--- src/rtl/alu_pkg.sv ---
// Shared opcode constants, command record and opcode legality check
// for the 4-bit ALU command path.
package alu_pkg;

    localparam int CMD_OPW = 3;
    localparam int CMD_DW  = 4;

    localparam logic [CMD_OPW-1:0] OP_ADD = 3'b000;
    localparam logic [CMD_OPW-1:0] OP_SUB = 3'b001;
    localparam logic [CMD_OPW-1:0] OP_AND = 3'b010;
    localparam logic [CMD_OPW-1:0] OP_DIV = 3'b011;
    localparam logic [CMD_OPW-1:0] OP_OR  = 3'b100;
    localparam logic [CMD_OPW-1:0] OP_MUL = 3'b101;

    typedef struct packed {
        logic [CMD_OPW-1:0] op;
        logic [CMD_DW-1:0]  a;
        logic [CMD_DW-1:0]  b;
    } cmd_t;

    // Encodings 110 and 111 are unassigned and must never reach the ALU.
    function automatic logic is_legal_op(input logic [CMD_OPW-1:0] op);
        return (op != 3'b110) && (op != 3'b111);
    endfunction

endpackage

--- src/rtl/strobe_sync_edge.sv ---
// Two-flop synchroniser for an asynchronous pin strobe plus a delay flop
// that turns each synchronised rising edge into a single-cycle pulse.
module strobe_sync_edge #(
    parameter logic RST_VAL = 1'b1
) (
    input  logic clk,
    input  logic rst,
    input  logic stb_i,
    output logic edge_o
);

    logic s1_q, s2_q, s3_q;

    // Resetting to RST_VAL=1 means a strobe already high at reset release
    // looks like a level, not a fresh edge.
    always_ff @(posedge clk or posedge rst) begin
        if (rst) begin
            s1_q <= RST_VAL;
            s2_q <= RST_VAL;
            s3_q <= RST_VAL;
        end else begin
            s1_q <= stb_i;
            s2_q <= s1_q;
            s3_q <= s2_q;
        end
    end

    assign edge_o = s2_q & ~s3_q;

endmodule

--- src/rtl/alu_cmd_queue.sv ---
// Command queue in front of the ALU: captures pin commands on a strobe edge,
// buffers them in a show-ahead FIFO and issues them over valid/ready.
module alu_cmd_queue
    import alu_pkg::*;
#(
    parameter int DEPTH = 4,
    parameter int OPW   = 3,
    parameter int DW    = 4
) (
    input  logic                     clk,
    input  logic                     rst,
    input  logic                     wr_stb_i,
    input  logic [OPW-1:0]           cmd_op_i,
    input  logic [DW-1:0]            cmd_a_i,
    input  logic [DW-1:0]            cmd_b_i,
    input  logic                     flush_i,
    output logic                     issue_valid_o,
    input  logic                     issue_ready_i,
    output logic [OPW-1:0]           issue_op_o,
    output logic [DW-1:0]            issue_a_o,
    output logic [DW-1:0]            issue_b_o,
    output logic [$clog2(DEPTH):0]   count_o,
    output logic                     full_o,
    output logic                     empty_o,
    output logic                     overflow_o,
    output logic                     illegal_o,
    output logic                     divzero_o
);

    localparam int PW = $clog2(DEPTH);
    localparam int CW = PW + 1;
    localparam logic [CW-1:0] FULL_CNT = CW'(DEPTH);

    logic          push_req;
    cmd_t          mem_q [DEPTH];
    cmd_t          head, wr_cmd;
    logic [PW-1:0] wr_ptr_q, wr_ptr_d, rd_ptr_q, rd_ptr_d;
    logic [CW-1:0] count_q, count_d;
    logic          ovf_q, ovf_d, ill_q, ill_d, dz_q, dz_d;
    logic          valid, pop, push_legal, do_write;

    strobe_sync_edge #(
        .RST_VAL (1'b1)
    ) u_stb (
        .clk    (clk),
        .rst    (rst),
        .stb_i  (wr_stb_i),
        .edge_o (push_req)
    );

    assign wr_cmd = '{op: cmd_op_i, a: cmd_a_i, b: cmd_b_i};
    assign head   = mem_q[rd_ptr_q];
    assign valid  = (count_q != '0);

    always_comb begin
        wr_ptr_d   = wr_ptr_q;
        rd_ptr_d   = rd_ptr_q;
        count_d    = count_q;
        ovf_d      = ovf_q;
        ill_d      = ill_q;
        dz_d       = dz_q;
        pop        = valid & issue_ready_i;
        push_legal = push_req & is_legal_op(cmd_op_i);
        // A full queue still accepts a push when the head leaves this cycle.
        do_write   = push_legal & ((count_q != FULL_CNT) | pop);

        if (flush_i) begin
            wr_ptr_d = '0;
            rd_ptr_d = '0;
            count_d  = '0;
            ovf_d    = 1'b0;
            ill_d    = 1'b0;
            dz_d     = 1'b0;
        end else begin
            if (do_write) begin
                wr_ptr_d = wr_ptr_q + 1'b1;
            end
            if (pop) begin
                rd_ptr_d = rd_ptr_q + 1'b1;
            end
            case ({do_write, pop})
                2'b10:   count_d = count_q + 1'b1;
                2'b01:   count_d = count_q - 1'b1;
                default: count_d = count_q;
            endcase
            if (push_req && !is_legal_op(cmd_op_i)) begin
                ill_d = 1'b1;
            end
            if (push_legal && !do_write) begin
                ovf_d = 1'b1;
            end
            if (pop && head.op == OP_DIV && head.b == '0) begin
                dz_d = 1'b1;
            end
        end
    end

    always_ff @(posedge clk or posedge rst) begin
        if (rst) begin
            wr_ptr_q <= '0;
            rd_ptr_q <= '0;
            count_q  <= '0;
            ovf_q    <= 1'b0;
            ill_q    <= 1'b0;
            dz_q     <= 1'b0;
        end else begin
            wr_ptr_q <= wr_ptr_d;
            rd_ptr_q <= rd_ptr_d;
            count_q  <= count_d;
            ovf_q    <= ovf_d;
            ill_q    <= ill_d;
            dz_q     <= dz_d;
        end
    end

    // Storage carries no reset; stale entries are masked by the count.
    always_ff @(posedge clk) begin
        if (do_write && !flush_i) begin
            mem_q[wr_ptr_q] <= wr_cmd;
        end
    end

    assign issue_valid_o = valid;
    assign issue_op_o    = valid ? head.op : '0;
    assign issue_a_o     = valid ? head.a  : '0;
    assign issue_b_o     = valid ? head.b  : '0;
    assign count_o       = count_q;
    assign full_o        = (count_q == FULL_CNT);
    assign empty_o       = ~valid;
    assign overflow_o    = ovf_q;
    assign illegal_o     = ill_q;
    assign divzero_o     = dz_q;

endmodule

--- config.mk ---
export PLATFORM = sky130hd
export DESIGN_NAME = alu_cmd_queue
export DESIGN_NICKNAME = d
export VERILOG_FILES = /design/src/rtl/alu_pkg.sv /design/src/rtl/strobe_sync_edge.sv /design/src/rtl/alu_cmd_queue.sv
export SDC_FILE = /design/constraint.sdc
export NUM_CORES = 1
export LEC_CHECK = 0
export ABC_AREA = 0
export BUFFER_PORTS_ARGS = -buffer_cell sky130_fd_sc_hd__buf_4
export CELL_PAD_IN_SITES_DETAIL_PLACEMENT = 2
export CELL_PAD_IN_SITES_GLOBAL_PLACEMENT = 2
export CORE_ASPECT_RATIO = 1.1
export CORE_MARGIN = 2
export CORE_UTILIZATION = 41
export CTS_CLUSTER_SIZE = 14
export DETAILED_ROUTE_END_ITERATION = 6
export PLACE_DENSITY = 0.74
export SYNTH_ARGS = -nofsm -noshare
export SYNTH_HDL_FRONTEND = slang
export SYNTH_SLANG_ARGS = --single-unit
--- constraint.sdc ---
create_clock -name clk -period 2.82 [get_ports clk]
set_input_delay 0.564 -clock clk [delete_from_list [all_inputs] [get_ports clk]]
set_output_delay 0.564 -clock clk [all_outputs]
set_load 0.01 [all_outputs]
---- After elaboration in Yosys (flattened, before gate mapping) ----
Memories as Yosys holds them, arrays and structs flattened.
Cells that the tools add are included.
operators by class
  muxes and demuxes ....................... 17
  add/sub/neg operators ................... 4
  reduce and logical (&&, ||, !) cells .... 17
  eq/ne operators ......................... 7
  bitwise gates (word level) .............. 7
operators with widths
  cell                                                  count
  nonzero test 2 bit                                    5
  inequality test 3 bit (second input constant)         3
  2-to-1 mux 1 bit                                      8
  2-to-1 mux 2 bit                                      4
  2-to-1 mux 4 bit                                      2
  logical AND 1 bit                                     6
  2-to-1 mux 3 bit                                      2
  one-hot mux 3 bit (2 select lines)                    1
  nonzero test 3 bit                                    2
  adder 2 x 1 -> 2 bit (second input constant)          2
  AND 1 bit                                             4
  logical NOT 4 bit                                     1
  adder 3 x 1 -> 3 bit (second input constant)          1
  equality test 3 x 2 -> 1 bit (second input constant)  1
  equality test 3 bit (second input constant)           1
  logical NOT 1 bit                                     3
  subtractor 3 x 1 -> 3 bit (second input constant)     1
  equality test 2 x 1 -> 1 bit (second input constant)  1
  equality test 2 bit (second input constant)           1
  NOT 1 bit                                             2
  OR 1 bit                                              1
word-level totals
  memories ................................ 1
  RAM bits ................................ 44
  input bits .............................. 16
  register bits after elaboration ......... 13
  output and inout bits ................... 20
memories
  name   words  bits a word  rd ports  clocked after memory_dff  wr ports  line                 text
  mem_q  4      11           1         0                         1         alu_cmd_queue.sv:35  cmd_t mem_q [DEPTH];

---- Logic depth before layout (Yosys ltp) ----
  depth after elaboration ................. 8
  mapped depth ............................ 7
  gate-level depth less buffers ........... 7

---- Hierarchy ----
From an unflattened synthesis, not the netlist that was laid out.
second synthesis, totals
  cell total of the unflattened synthesis .. 140
  area, all modules ....................... 2441.1 µm²
by module, submodules not included
  module            sequential area each (µm²)  cells an instance  instances  area each (µm²)
  alu_cmd_queue     1571.5                      135                1          2344.7
  strobe_sync_edge  78.8                        5                  1          96.3

---- Worst setup path after synthesis ----
No wires, ideal clock.
  kind .................................... register to register
  start ................................... reg u_stb.s2_q
  end ..................................... reg count_q[2], in the netlist count_o[2]
  period minus slack after synthesis ...... 2.155 ns
  stages on the path, launching flop included .. 8
  setup slack ............................. 0.665 ns
  arrival ................................. 2.073 ns
  path through ............................ dfstp_2 > nor2b_1 > a21oi_1 > fa_1 > nand2b_1 > a211o_1 > a21o_1 > a31oi_1
between the ends
  cells in the longest elaborated chain, start to end .. 6
ends and longest elaborated chain
  item                                                                 line                    text
  from (decl)                                                          strobe_sync_edge.sv:12  logic s1_q, s2_q, s3_q;
  from (signal assigned)                                               strobe_sync_edge.sv:23  s2_q <= s1_q;
  AND 1 bit (*)                                                        strobe_sync_edge.sv:28  assign edge_o = s2_q & ~s3_q;
  AND 1 bit (*)                                                        alu_cmd_queue.sv:63     push_legal = push_req & is_legal_op(cmd_op_i);
  AND 1 bit (*)                                                        alu_cmd_queue.sv:65     do_write = push_legal & ((count_q != FULL_CNT) | pop);
  equality test 2 x 1 -> 1 bit or equality test 2 bit (tied branches)  alu_cmd_queue.sv:81     case ({do_write, pop})
  one-hot mux 3 bit (2 select lines)                                   alu_cmd_queue.sv:81
  2-to-1 mux 3 bit                                                     alu_cmd_queue.sv:67     if (flush_i) begin
  to (signal assigned)                                                 alu_cmd_queue.sv:109    count_q <= count_d;
  to (decl)                                                            alu_cmd_queue.sv:38     logic [CW-1:0] count_q, count_d;
Every way passes the cells marked *; elsewhere a longest branch is shown, timed or not.
A chain may end at the register's enable or synchronous reset.

---- Worst setup path after layout ----
  start ................................... reg rd_ptr_q[0]
  end ..................................... out issue_b_o[2]
between the ends
  cells in the longest elaborated chain, start to end .. 2
ends and longest elaborated chain
  item                    line                  text
  from (decl)             alu_cmd_queue.sv:37   logic [PW-1:0] wr_ptr_q, wr_ptr_d, rd_ptr_q, rd_ptr_d;
  from (signal assigned)  alu_cmd_queue.sv:108  rd_ptr_q <= rd_ptr_d;
  memory (4 x 11 bit)     -
  2-to-1 mux 4 bit        alu_cmd_queue.sv:126  assign issue_b_o = valid ? head.b : '0;
  to (decl)               alu_cmd_queue.sv:21   output logic [DW-1:0] issue_b_o,
No other way between the ends.

==> results by group <==
Status
  – Status: finished clean

Synthesis
  – Synth top area share: 54.3%
  – Synth Cell Area: 2430 um2
  – Syn Nets: 161
  – Top FF cell, synth: edfxtp_1
  – FFs w/ async S/R, synth: 22.8%
  – Leading post-synthesis cells by cell area: edfxtp_1, mux4_1, dfrtp_1
  – Synth Area per Inst: 17.4 um2
  – Unique masters post-synth: 35
  – Synth Register Bits: 57
  – Post-Synthesis Cells: 140
  – Seq/Total Area, Yosys: 67.9%
  – Top cell type by total area after synthesis: edfxtp_1
  – Yosys warnings: 0
  – Number of synthesized flops with an enable pin: 44

CTS
  – CTS tree: built
  – Clock buffer depth: 2
  – Setup Fix Bufs, Post-CTS: 0
  – Cts hold-fix bufs: 0
  – Clock Latency Late Sink: 0.32 ns
  – Register clock-pin slew on the reported worst setup and hold paths: 0.06 ns
  – Root buffer cell: clkbuf_8
  – H-tree depth: 3
  – CTS Sinks: 57
  – CTS Buf Count: 9
  – Post-cts resize count: 0

Detailed routing
  – Drt wl/cell: 20.9 um
  – DR iter-0 viols: 117
  – Detailed-route wire length: 5550 um
  – Vias: 1,370
  – DR vias/cell: 5.17
  – Residual DRC: 0
  – First-pass DRT Iterations: 4
  – Routed Antenna Nets: 0

Critical path
  – Crit path required time: 2.26 ns
  – CP Max Fanout: 8
  – Nature of the critical path endpoint: output port
  – R2R Path Start: u_stb.s2_q
  – Critical path startpoint: rd_ptr_q[0]
  – Crit path launch type: register
  – CP Class: reg -> out
  – Worst EP arrival: 2.05 ns

Finish
  – Final Non-Filler Cells: 265
  – Utilization after layout: 51.6%
  – Fraction of layout cells with a size suffix above 1: 31.9%
  – ANT cells: 0
  – Layout Area Growth over Synthesis: 21.7%
  – Final Instance Area: 2960 um2
  – Final nets: 204

Pwr
  – Sw frac: 28.6%
  – Internal power: 1.65 mW
  – Switch Pwr: 0.662 mW
  – Comb power frac: 25.5%
  – Clock Power Share: 31.0%
  – Static leakage: 1.14 nW
  – Power per Cell Area: 782 nW/um2
  – Sequential power share: 43.5%
  – Worst vdd ir: 333 uV
  – Total Power: 2.31 mW

Place
  – Post-place setup slack: 0.378 ns
  – # port buffers: 35
  – Placed cell count: 249
  – Placed cell area: 2770 um2
  – Routability cong.: 0.763
  – Detailed placer's ending HPWL: 3950 um

Hold path
  – Worst min-delay path class: in -> async

Global route
  – Initial antenna violation count: 0
  – Number of global-route vias before repair: 1,611
  – Largest net degree at the start of global routing: 15
  – First-pass GRT wire length: 9080 um
  – Tot GR Track Use: 19.1%
  – Grt ovf: 0

Die
  – Row count: 29
  – I/O Pins: 36
  – Die Ht: 84.8 um
  – Chip width: 77.4 um
  – Die area: 6560 um2
  – Initial Util: 42.4%
  – CORE AREA: 5730 um2

Timing
  – Worst Skew: 0.00437 ns
  – Setup ws final: 0.204 ns
  – Slew HR: 54.6%
  – Final min period: 2.62 ns
  – F_max: 0.382 GHz
  – Setup_tns: 0 ns
  – RSZ-0062 raised after global routing: no
  – Final Cycle Share: 92.8%
  – Worst-margin pin slew: 0.682 ns
  – Final hold viol count: 0
  – Final setup violation count: 0
  – Slew Viols, Final: 0
  – Worst hold slack: 0.283 ns

Flow run
  – Maxcap violations: 0
## cells in the mapped netlist (all sizes together) (2+ instances only)
cell type and count:
a31oi 3, and2 16, buf 3, dfrtp 10
dfstp 3, edfxtp 44, ha 4, inv 7
mux2 2, mux4 11, nand3 2, nand4 2
nor2 11, nor2b 2, o211ai 2, o21ai 2
xor2 2
## cell type report
class                   instances  area, um2
fillers                       535       2780
inverters                       7       26.3
repair buffers                 36        270
clock buffers                   9        124
multi-input cells              72        729
clock inverters                 7       61.3
well taps                      77       96.3
flip-flops and latches         57       1650
## placed cells by master, fill, tap and decap left out, types with 2 or more instances in the layout
master     n
mux2_1     2
ha_1       4
xor2_1     2
o21ai_0    2
nand4_1    2
nand3_1    2
buf_4     36
nor2_1    11
nor2b_1    2
a31oi_1    3
and2_1    15
mux4_1    10
clkbuf_8   9
edfxtp_1  44
dfstp_2    3
clkinv_2   4
dfrtp_1   10
inv_1      7
## routing by layer
layer | GRT usage, % | vias up | wire [um]
li1 | - | 625 | -
met1 | 23.0 | 707 | 2240
met2 | 34.2 | 30 | 3070
met3 | 3.44 | 8 | 165
met4 | 7.31 | 0 | 69
met5 | 0 | - | 0
## registers in the layout, indices dropped and copies added (netlist names)
register / flops
wr_ptr_q: 2
u_stb.s2_q: 1
mem_q: 44
rd_ptr_q: 2
u_stb.s1_q: 1
divzero_o: 1
illegal_o: 1
u_stb.s3_q: 1
overflow_o: 1
count_o: 3
## cell families after synthesis
kind of cell / synth area share (%)
AOI/OAI and AO/OA: 4.01
xor gates and xnor gates: 1.08
adders and majority gates: 2.88
buffers and inverters: 2.11
DFF: 67.9
muxes: 13.1
and+or+nand+nor: 8.96
## worst paths after layout
check / end / slack (ns) / cells after the start
max in group asynchronous: u_stb.s3_q / 2.17 / 2
min in group clk: u_stb.s1_q / 0.34 / 1
min: illegal_o / 0.28 / 2
max: issue_b_o[2] / 0.20 / 4
min reg2reg: u_stb.s2_q / 0.36 / 0
max reg2reg: count_o[2] / 0.37 / 7
## power groups by stage
stage | clock network [mW] | logic [mW] | registers (mW)
finish | 0.717 | 0.589 | 1.01
global route | 0.767 | 0.648 | 1.01
CTS | 0.731 | 0.603 | 1.01
detailed placement | 0 | 0.600 | 1.03
global placement | 0 | 0.568 | 1.02
floorplan | 0 | 0.345 | 1.00
## worst max-delay path, stage by stage, from the launching register on
cell and delay, ns:
dfrtp_1 0.55, buf_4 0.25, mux4_1 0.60, and2_1 0.19, buf_4 0.14
(Power assumes the default switching activity.)
